File: config.mk
export PLATFORM = sky130hd
export DESIGN_NAME = noc_traffic_endpoint_flat
export DESIGN_NICKNAME = d
export VERILOG_FILES = /design/src/rtl/noc_traffic_endpoint_if.sv /design/src/rtl/noc_traffic_endpoint.sv /design/src/flat_wrapper.sv
export SDC_FILE = /design/constraint.sdc
export NUM_CORES = 1
export LEC_CHECK = 0
export BUFFER_PORTS_ARGS = -buffer_cell sky130_fd_sc_hd__buf_2
export CAP_MARGIN = 30
export CORE_UTILIZATION = 59
export DETAILED_ROUTE_END_ITERATION = 7
export PLACE_DENSITY_LB_ADDON = 0.2
export SYNTH_ARGS = -nofsm -noshare
export SYNTH_HDL_FRONTEND = slang
export SYNTH_SLANG_ARGS = --single-unit
File: constraint.sdc
create_clock -name clk -period 8.66 [get_ports clk]
set_clock_uncertainty 0.15 [all_clocks]
set_input_delay 0.433 -clock clk [delete_from_list [all_inputs] [get_ports clk]]
set_output_delay 0.433 -clock clk [all_outputs]
set_load 0.03 [all_outputs]
File: src/rtl/noc_traffic_endpoint_if.sv
// rtl/noc_traffic_endpoint_if.sv - flit link between a traffic endpoint and its router local port
interface noc_traffic_endpoint_if;
  logic [31:0] tx_data;
  logic        tx_valid;
  logic        tx_ready;
  logic [31:0] rx_data;
  logic        rx_valid;
  logic        rx_ready;

  // Endpoint side: drives tx flits, sinks rx flits
  modport master (
    output tx_data, tx_valid, rx_ready,
    input  tx_ready, rx_data, rx_valid
  );

  // Router side
  modport slave (
    input  tx_data, tx_valid, rx_ready,
    output tx_ready, rx_data, rx_valid
  );
endinterface

File: src/rtl/noc_traffic_endpoint.sv
// rtl/noc_traffic_endpoint.sv - per-node VC packet generator and receive checker (optional checker: RX_CHECK_EN)
module noc_traffic_endpoint #(
  parameter int ID    = 0,
  parameter int DIM   = 3,
  parameter int VC    = 4,
  parameter int FLITS = 16,
  parameter int PKT_W = 12,
  parameter int GAP_W = 8,
  localparam int VSW  = (VC > 1) ? $clog2(VC) : 1
) (
  input  logic                  clk,
  input  logic                  rst,
  input  logic                  start,
  input  logic [7:0]            cfg_dest,
  input  logic [1:0]            cfg_prio,
  input  logic [GAP_W-1:0]      cfg_gap,
  input  logic [PKT_W-1:0]      cfg_npkts,
  input  logic [VSW-1:0]        vc_sel,
  noc_traffic_endpoint_if.master link,
  output logic [VC*PKT_W-1:0]   sent_cnt,
  output logic [VC*PKT_W-1:0]   recv_cnt,
  output logic [15:0]           err_cnt,
  output logic                  done
);

  typedef enum logic [2:0] {IDLE, HEAD, BODY, TAIL, GAP, DONE} state_t;

  localparam logic [3:0] SRC_ROW = 4'(ID / DIM);
  localparam logic [3:0] SRC_COL = 4'(ID % DIM);

  state_t             state   [VC];
  logic [PKT_W-1:0]   msg_id  [VC];
  logic [15:0]        seq     [VC];
  logic [GAP_W-1:0]   gap_cnt [VC];
  logic [PKT_W-1:0]   sent    [VC];
  logic [PKT_W-1:0]   recv    [VC];
  logic [31:0]        flit    [VC];
  logic [VC-1:0]      vld;
  logic [VC-1:0]      adv;
  logic [VC-1:0]      in_done;
  logic               vc_ok;
  logic               rx_fire;
  logic [1:0]         rx_type;

  assign vc_ok         = int'(vc_sel) < VC;
  assign rx_fire       = link.rx_valid & link.rx_ready;
  assign rx_type       = link.rx_data[31:30];
  assign link.rx_ready = ~rst;

  // Build each VC's current flit from its registered state; flit only changes after its own transfer
  always_comb begin
    for (int v = 0; v < VC; v++) begin
      vld[v]     = 1'b0;
      flit[v]    = '0;
      in_done[v] = (state[v] == DONE);
      adv[v]     = link.tx_valid & link.tx_ready & vc_ok & (int'(vc_sel) == v);
      case (state[v])
        HEAD: begin
          vld[v]  = 1'b1;
          flit[v] = {2'b01, cfg_prio, msg_id[v], SRC_COL, SRC_ROW, cfg_dest};
        end
        BODY: begin
          vld[v]  = 1'b1;
          flit[v] = {2'b10, cfg_prio, msg_id[v], seq[v]};
        end
        TAIL: begin
          vld[v]  = 1'b1;
          flit[v] = {2'b11, cfg_prio, msg_id[v], SRC_COL, SRC_ROW, cfg_dest};
        end
        default: ;
      endcase
    end
  end

  // The plane selector picks which VC owns the physical link this cycle
  always_comb begin
    link.tx_valid = 1'b0;
    link.tx_data  = '0;
    if (vc_ok) begin
      link.tx_valid = vld[vc_sel];
      link.tx_data  = flit[vc_sel];
    end
  end

  // Per-VC generator FSMs; a VC only advances on a transfer while it owns the link
  always_ff @(posedge clk or posedge rst) begin
    if (rst) begin
      for (int v = 0; v < VC; v++) begin
        state[v]   <= IDLE;
        msg_id[v]  <= '0;
        seq[v]     <= '0;
        gap_cnt[v] <= '0;
        sent[v]    <= '0;
      end
    end else begin
      for (int v = 0; v < VC; v++) begin
        case (state[v])
          IDLE: if (start && cfg_npkts != '0) state[v] <= HEAD;
          HEAD: if (adv[v]) begin
            seq[v]   <= 16'd1;
            state[v] <= (FLITS == 2) ? TAIL : BODY;
          end
          BODY: if (adv[v]) begin
            if (seq[v] == 16'(FLITS - 2)) state[v] <= TAIL;
            else seq[v] <= seq[v] + 16'd1;
          end
          TAIL: if (adv[v]) begin
            sent[v]    <= sent[v] + 1'b1;
            msg_id[v]  <= msg_id[v] + 1'b1;
            gap_cnt[v] <= '0;
            if (PKT_W'(sent[v] + 1'b1) == cfg_npkts) state[v] <= DONE;
            else if (cfg_gap == '0 && start)        state[v] <= HEAD;
            else                                     state[v] <= GAP;
          end
          GAP: begin
            if ({1'b0, gap_cnt[v]} + 1'b1 >= {1'b0, cfg_gap}) begin
              if (start) state[v] <= HEAD;
            end else begin
              gap_cnt[v] <= gap_cnt[v] + 1'b1;
            end
          end
          DONE: ;
          default: state[v] <= IDLE;
        endcase
      end
    end
  end

  // Sticky completion flag once every VC has finished
  always_ff @(posedge clk or posedge rst) begin
    if (rst)           done <= 1'b0;
    else if (&in_done) done <= 1'b1;
  end

  // Count received tails against the VC that owns the link
  always_ff @(posedge clk or posedge rst) begin
    if (rst) begin
      for (int v = 0; v < VC; v++) recv[v] <= '0;
    end else if (rx_fire && vc_ok && rx_type == 2'b11) begin
      recv[vc_sel] <= recv[vc_sel] + 1'b1;
    end
  end

  // Flatten per-VC counters onto the packed output buses
  always_comb begin
    for (int v = 0; v < VC; v++) begin
      sent_cnt[v*PKT_W +: PKT_W] = sent[v];
      recv_cnt[v*PKT_W +: PKT_W] = recv[v];
    end
  end

`ifdef RX_CHECK_EN
  logic [VC-1:0] in_pkt;
  logic [15:0]   exp_seq [VC];
  logic          bad;

  // Classify the arriving flit against the owning VC's framing state
  always_comb begin
    bad = 1'b0;
    if (rx_fire && vc_ok) begin
      case (rx_type)
        2'b01:   bad = in_pkt[vc_sel];
        2'b10:   bad = !in_pkt[vc_sel] || (link.rx_data[15:0] != exp_seq[vc_sel]);
        2'b11:   bad = !in_pkt[vc_sel] || (exp_seq[vc_sel] != 16'(FLITS - 1));
        default: bad = 1'b1;
      endcase
    end
  end

  // Framing tracker: any head restarts a packet, any other error drops back to expecting a head
  always_ff @(posedge clk or posedge rst) begin
    if (rst) begin
      in_pkt  <= '0;
      err_cnt <= '0;
      for (int v = 0; v < VC; v++) exp_seq[v] <= '0;
    end else begin
      if (bad && err_cnt != 16'hFFFF) err_cnt <= err_cnt + 16'd1;
      if (rx_fire && vc_ok) begin
        case (rx_type)
          2'b01: begin
            in_pkt[vc_sel]  <= 1'b1;
            exp_seq[vc_sel] <= 16'd1;
          end
          2'b10: begin
            if (bad) in_pkt[vc_sel] <= 1'b0;
            else     exp_seq[vc_sel] <= exp_seq[vc_sel] + 16'd1;
          end
          default: in_pkt[vc_sel] <= 1'b0;
        endcase
      end
    end
  end
`else
  assign err_cnt = '0;
`endif

endmodule

File: src/flat_wrapper.sv
// flat-port wrapper written by rule: the top's interface ports become plain ports
module noc_traffic_endpoint_flat 
#(
  parameter int ID    = 0,
  parameter int DIM   = 3,
  parameter int VC    = 4,
  parameter int FLITS = 16,
  parameter int PKT_W = 12,
  parameter int GAP_W = 8,
  localparam int VSW  = (VC > 1) ? $clog2(VC) : 1
)
  (clk, rst, start, cfg_dest, cfg_prio, cfg_gap, cfg_npkts, vc_sel, sent_cnt, recv_cnt, err_cnt, done, link_tx_data, link_tx_valid, link_rx_ready, link_tx_ready, link_rx_data, link_rx_valid);
  noc_traffic_endpoint_if link_i ();
  input  logic clk;
  input  logic rst;
  input  logic start;
  input  logic [7:0] cfg_dest;
  input  logic [1:0] cfg_prio;
  input  logic [GAP_W-1:0] cfg_gap;
  input  logic [PKT_W-1:0] cfg_npkts;
  input  logic [VSW-1:0] vc_sel;
  output logic [VC*PKT_W-1:0] sent_cnt;
  output logic [VC*PKT_W-1:0] recv_cnt;
  output logic [15:0] err_cnt;
  output logic done;
  output wire logic [$bits(link_i.tx_data)-1:0] link_tx_data;
  output wire logic [$bits(link_i.tx_valid)-1:0] link_tx_valid;
  output wire logic [$bits(link_i.rx_ready)-1:0] link_rx_ready;
  input wire logic [$bits(link_i.tx_ready)-1:0] link_tx_ready;
  input wire logic [$bits(link_i.rx_data)-1:0] link_rx_data;
  input wire logic [$bits(link_i.rx_valid)-1:0] link_rx_valid;
  assign link_tx_data = link_i.tx_data;
  assign link_tx_valid = link_i.tx_valid;
  assign link_rx_ready = link_i.rx_ready;
  assign link_i.tx_ready = link_tx_ready;
  assign link_i.rx_data = link_rx_data;
  assign link_i.rx_valid = link_rx_valid;
  noc_traffic_endpoint #(.ID(ID), .DIM(DIM), .VC(VC), .FLITS(FLITS), .PKT_W(PKT_W), .GAP_W(GAP_W)) u_core (.clk(clk), .rst(rst), .start(start), .cfg_dest(cfg_dest), .cfg_prio(cfg_prio), .cfg_gap(cfg_gap), .cfg_npkts(cfg_npkts), .vc_sel(vc_sel), .link(link_i), .sent_cnt(sent_cnt), .recv_cnt(recv_cnt), .err_cnt(err_cnt), .done(done));
endmodule
==> reports/summary.txt, run 1 <==
run status: complete, no violations
maxcap violations: 0
Die Y: 164 um
Leak: 8.09 nW
CTS sink cnt: 253
Synth Instances: 1709
EDFF count, synth: 0
most common cell after layout, fill and taps aside: dfrtp_1
drt total wl: 40.1 mm
Cell variety after synth: 78
Antenna diodes: 0
post-synth top area share: 40.7%
initial antenna violation count: 1
Slew Viols, Final: 0
routed via count: 13297
unrepaired setup endpoints after global routing: false
crit path time final: 3.72 ns
DRC violations left: 0
Fin Hold WS: 0.253 ns
worst-path fanout max: 20
Worst-path clk slew: 0.06 ns
ys async rst share: 100%
leading post-synthesis cells by cell area: dfrtp_1 41%, xnor2_1 7.3%, xor2_1 4.7%
#FFs+latches synth: 253
Post-CTS Resized: 0
routed len/inst: 18.3 um
final hold violation count: 0
I/O Buffers: 169
gpl congestion: 0.907
slew margin rel.: 35.1%
layout cell share with drive strength beyond 1: 14.5%
leading area contributor after synthesis: dfrtp_1
Critical Path AT: 3.14 ns
Via density: 6.07
Fill cells: 2068
fmax: 269 MHz
maximum number of pins on one net before global-route repair: 73
GR Util All Layers: 30.1%
Ys Warns: 0
io pins: 216
Worst path max stage delay: 0.79 ns
final setup fails: 0
area grow syn2layout: 12.7%
core area: 26000 um^2
CTS Hold Bufs: 1
Pwr Total: 0.00438 W
GRT overflow: 0
crit path launch type: flop
first-pass GRT wire length: 64.8 mm
Max rail drop VDD: 0.218 mV
CP required: 8.08 ns
Post-CTS Setup Bufs: 0
area of the multi-input gates: 8660 um^2
Initial DRC Count: 983
H-tree depth: 1
Reg area: 6330 um^2
Power Density: 250 nW/um^2
Synth Area in Simple Gates: 22.4%
Starting Density: 59.9%
Setup crit end kind: output pin
# nets final: 1954
worst min path class: input pin to flop
Synth Area in XOR/XNOR: 12.0%
die area: 27000 um^2
CTS tree: built
final worst path period share: 43.0%
worst-case clock buffer depth: 3
Post-synth top flop: dfrtp_1
most frequent cells in the layout: 253 x dfrtp_1, 191 x nand2_1, 169 x buf_2
synthesized area: 15600 um^2
vias in the first global route: 12666
CP max stage cell: nor2_1
compound-gate portion of the synthesized area: 13.7%
num rows: 59
crit path kind: flop to output pin
sequential-to-total area share from yosys stat: 40.7%
setup_tns: 0 ns
DRT Pass-1 Iters: 6
post-synthesis mux area share: 2.85%
Syn Area/Cell: 9.11 um^2
CTS root buffer: clkbuf_16
largest family of logic cells by synthesized area: simple AND/OR/NAND/NOR gates
DRT antenna net count: 0
clk_lat worst skew: 0.55 ns
Critical Path, Cell by Cell: nor2_1 > nor2_1 > a22oi_1 > o21ai_0 > buf_2
CP most frequent cell: nor2_1
Post-Synth Adder-Cell Area: 4.26%
Num CTS Buffers: 29
Worst-Margin Slew: 0.970 ns
Die X: 164 um
post-detail-place hpwl: 28.7 mm
[worst max-delay path: cells and delay by family (launching register included)]
| kind | cells | cell delay (ns) |
|---|---|---|
| and+or+nand+nor | 2 | 1.14 |
| AOI/OAI and AO/OA | 2 | 0.50 |
| buffers and inverters | 1 | 0.26 |
| DFF | 1 | 0.68 |
[final cells by class]
cell class	count	area share [%]
clock buffers	38	4.56
repair buffers	184	5.59
clock inverters	16	1.41
multi-input cells	1339	49.4
well taps	335	2.39
inverters	25	0.578
flip-flops and latches	253	36.1
[registers in the layout (all words and copies together), names as in the netlist]
signal / cells
u_core.recv_cnt: 48
u_core.done: 1
u_core.gap_cnt: 32
u_core.msg_id: 48
u_core.seq: 64
u_core.sent_cnt: 48
u_core.state: 12
[final timing paths]
path / to / from / cells past startpoint / slack [ns]
setup / recovery: link_tx_data[17] / u_core.state[9] / 5 / 4.94
hold / removal: u_core.state[2] / start / 4 / 0.25
setup reg to reg: u_core.gap_cnt[24] / u_core.gap_cnt[26] / 10 / 5.34
hold reg to reg: u_core.recv_cnt[47] / u_core.recv_cnt[47] / 1 / 0.31
max in group asynchronous: u_core.seq[35] / rst / 6 / 6.36
min in group asynchronous: u_core.sent_cnt[29] / rst / 3 / 0.29
[report_power, final]
part           total (W)  switching [W]  internal, W  leakage, nW
registers        0.00166       0.000296      0.00136         3.38
clock network    0.00134       0.000508     0.000829        0.510
logic            0.00138       0.000875     0.000505         4.20
[synthesized netlist by cell type (6+ instances only)]
cell / instances
nand4_1: 44
o31ai_1: 14
dfrtp_1: 253
nand3_1: 106
buf_4: 20
ha_1: 53
nand2_1: 191
a21o_1: 9
o211ai_1: 6
o21ai_0: 117
mux2_2: 11
or3_1: 8
mux4_1: 8
buf_2: 18
or2_2: 6
and4_1: 13
nor2b_1: 19
nor2_1: 132
inv_1: 24
a21oi_1: 62
nor4_1: 19
clkbuf_1: 61
and3_1: 42
and2_1: 12
o22a_1: 8
a222oi_1: 8
nor3_1: 33
xnor2_1: 130
a22oi_1: 58
nand2b_1: 35
xor2_1: 83
a31oi_1: 13
[per-layer routing]
| layer | wire [um] | GRT usage, % | up-vias |
|---|---|---|---|
| li1 | - | - | 6317 |
| met1 | 17200 | 41.2 | 6405 |
| met2 | 18800 | 48.5 | 506 |
| met3 | 3100 | 5.95 | 67 |
| met4 | 977 | 8.67 | 2 |
| met5 | 11 | 0 | - |
[cells by family after synthesis]
kind of cell	after synthesis
compound gates	335
xor+xnor	213
fa+ha+maj	53
buf+inv	132
flops	253
mux	25
other cells	1
simple gates	697
[per-stage QoR]
step / area [um^2] / util (%) / cells / setup WS [ns]
6_report: 17500 / 67.5 / 2190 / 4.94
5_1_grt: 17500 / 67.5 / 2190 / 4.80
2_1_floorplan: 15600 / - / 1724 / 0.705
4_1_cts: 17500 / 67.4 / 2189 / 5.03
3_5_place_dp: 16500 / 63.3 / 2134 / 5.13
3_3_place_gp: 16400 / 63.3 / 2132 / 5.11
Note: power is estimated with default switching activity, not from simulation.
==> run 2, diff against run 1 <==
Settings changed: CORE_UTILIZATION 59 to 53.
Clock period 8.66 ns to 3.4 ns, I/O delays scaled along.
==> run 2 against run 1 <==
Register-to-register slack lost 5.1 ns. Non-clock buffer count rose by 24. Power increased to 2.5 times the previous value. Worst setup slack worse by 4.7 ns. Sequential power increased to 2.5 times the previous value. Hold slack worse by 0.10 ns. Largest cell class unchanged. Flip-flop and latch count did not move. Count of clock-buffer cells in the layout up 3. Largest power group unchanged. Critical endpoint is now u_core.state[9]. Die area is 11% higher.
==> reports/summary.txt, run 2 (synthesis results as in run 1) <==
run status: complete, no violations
final worst path period share: 93.5%
Setup crit end kind: flop
drt total wl: 41.2 mm (+2.9%)
Slew Viols, Final: 0 (unchanged)
layout cell share with drive strength beyond 1: 15.5% (+1.0 points)
post-placement setup slack: 0.164 ns (-4.97 ns)
worst min path class: input pin to flop
Via density: 5.92 (-2.5%)
area of the multi-input gates: 8660 um^2 (about the same)
final hold violation count: 0 (unchanged)
routed via count: 13397 (+0.75%)
CP max stage cell: dfrtp_1
most frequent cells in the layout: 253 x dfrtp_1, 191 x nand2_1, 169 x buf_2
die area: 30100 um^2 (+11%)
Worst path max stage delay: 0.42 ns (-0.37 ns)
Power Density: 622 nW/um^2 (+150%)
vias in the first global route: 13032 (+2.9%)
fmax: 315 MHz
GR Util All Layers: 27.6% (-2.5 points)
num rows: 62 (+5.1%)
maxcap violations: 0 (unchanged)
CP required: 3.68 ns (-4.40 ns)
Antenna diodes: 0 (unchanged)
gpl congestion: 0.966 (+6.4%)
Leak: 8.16 nW (+0.93%)
H-tree depth: 1 (unchanged)
Worst-Margin Slew: 0.888 ns (-0.0812 ns)
core area: 28800 um^2 (+11%)
# nets final: 1978 (+1.2%)
crit path time final: 3.18 ns
maximum number of pins on one net before global-route repair: 161 (+120%)
CTS sink cnt: 253 (unchanged)
worst-case clock buffer depth: 3 (unchanged)
Inst Count DP: 2206 (+3.4%)
area grow syn2layout: 13.7%
slew margin rel.: 40.8% (+5.7 points)
DRC violations left: 0 (unchanged)
io pins: 216 (unchanged)
worst-path fanout max: 5 (-75%)
Starting Density: 54.1% (-5.8 points)
Worst-path clk slew: 0.06 ns (about the same)
CTS root buffer: clkbuf_16
Max rail drop VDD: 0.558 mV (+160%)
Cell Count, Final, Fillers Out: 2263 (+3.3%)
Fill cells: 2480 (+20%)
CP startpoint: u_core.gap_cnt[26]
Pwr Total: 0.0110 W (+150%)
Die Y: 173 um (+5.4%)
Critical Path, Cell by Cell: nand3_1 > nor2_1 > and3_1 > xor2_1 > ha_1 > a21o_1 > a311o_1 > a31oi_2 > nor3_1 > mux2_2 > a31o_2
initial antenna violation count: 0 (-1)
CTS tree: built
clk_lat worst skew: 0.56 ns (about the same)
crit path kind: flop to flop
I/O Buffers: 169 (unchanged)
first-pass GRT wire length: 67.9 mm (+4.8%)
DRT antenna net count: 0 (unchanged)
post-detail-place hpwl: 30.0 mm (+4.4%)
fin worst setup slack: 0.222 ns (-4.71 ns)
RR Endpoint: u_core.state[9]
Largest register FFs: 64 (unchanged)
crit path capture: u_core.state[9]
routed len/inst: 18.2 um (-0.46%)
DRT Pass-1 Iters: 5 (-1)
Post-CTS Setup Bufs: 0 (unchanged)
Most flops, register: u_core.seq
final setup fails: 0 (unchanged)
Initial DRC Count: 991 (+0.81%)
cells on worst reg2reg path: 11 (+1)
unrepaired setup endpoints after global routing: false
Num CTS Buffers: 29 (unchanged)
most common cell after layout, fill and taps aside: dfrtp_1
worst reg2reg setup slack: 0.22 ns (-5.12 ns)
crit path launch type: flop
Die X: 173 um (+5.4%)
Reg area: 6330 um^2 (unchanged)
GRT overflow: 0 (unchanged)
Critical Path AT: 3.46 ns (+0.32 ns)
FF-to-FF Start: u_core.gap_cnt[26]
==> run 2: cell count changes in the layout (fill, tap and decap cells not counted), moves of 2 or more <==
cell           change
buf_4             +22
dlygate4sd3_1      +2
bufinv_16          -4
clkbuf_8           +3
clkinv_2           +3
==> run 2: worst min-delay path by stage <==
stage	cells past startpoint	slack, ns	end	start
2_1_floorplan	1	0.29	u_core.msg_id[11]	u_core.msg_id[11]
3_3_place_gp	1	0.31	u_core.recv_cnt[11]	u_core.recv_cnt[11]
3_5_place_dp	1	0.31	u_core.recv_cnt[35]	u_core.recv_cnt[35]
4_1_cts	5	0.1	u_core.state[2]	cfg_gap[5]
5_1_grt	5	0.14	u_core.state[5]	cfg_gap[5]
6_report	5	0.15	u_core.state[2]	cfg_gap[4]
==> run 2: power by group <==
group          total (W)  switching [W]  internal, W  leakage [nW]
combinational    0.00370        0.00234      0.00136          4.30
sequential       0.00415       0.000680      0.00347          3.38
clock            0.00315        0.00128      0.00187         0.478
==> run 2: layout make-up <==
type                    count  share of cell area [%]
repair buffers            208                    6.55
multi-input cells        1339                    49.0
inverters                  25                   0.552
clock buffers              41                    4.75
well taps                 384                    2.72
flip-flops and latches    253                    35.8
clock inverters            13                   0.700
==> run 2: worst max-delay path, delay by kind of cell (launching register included) <==
kind	cells	cell delay (ns)
XOR/XNOR	1	0.23
AND/OR/NAND/NOR	4	0.65
AO/OA/AOI/OAI	4	1.00
flip-flops	1	0.42
multiplexers	1	0.29
adder cells (fa/ha/maj)	1	0.30
==> run 2: metal layers <==
metal | routed length, um | GRT usage, % | vias up
li1 | - | - | 6350
met1 | 18100 | 37.7 | 6506
met2 | 18900 | 44.2 | 450
met3 | 2930 | 5.33 | 91
met4 | 1300 | 9.00 | 0
met5 | 0 | 0 | -
==> run 2: what timing repair did <==
item                                    4_1_cts  5_1_grt
endpoints found under the setup margin        0        9
hold buffers                                  3        0
hold endpoints to repair                    208        0
resized for setup                             0        1
==> run 2: through the flow <==
stage | util, % | hold slack (ns) | cell area [um^2] | setup TNS, ns
after floorplan | - | 0.292 | 15600 | -184.05
after global placement | 58.0 | 0.307 | 16700 | 0
after detailed placement | 58.0 | 0.307 | 16700 | 0
after CTS | 61.5 | 0.0954 | 17700 | 0
after global routing | 61.5 | 0.136 | 17700 | 0
final | 61.5 | 0.149 | 17700 | 0
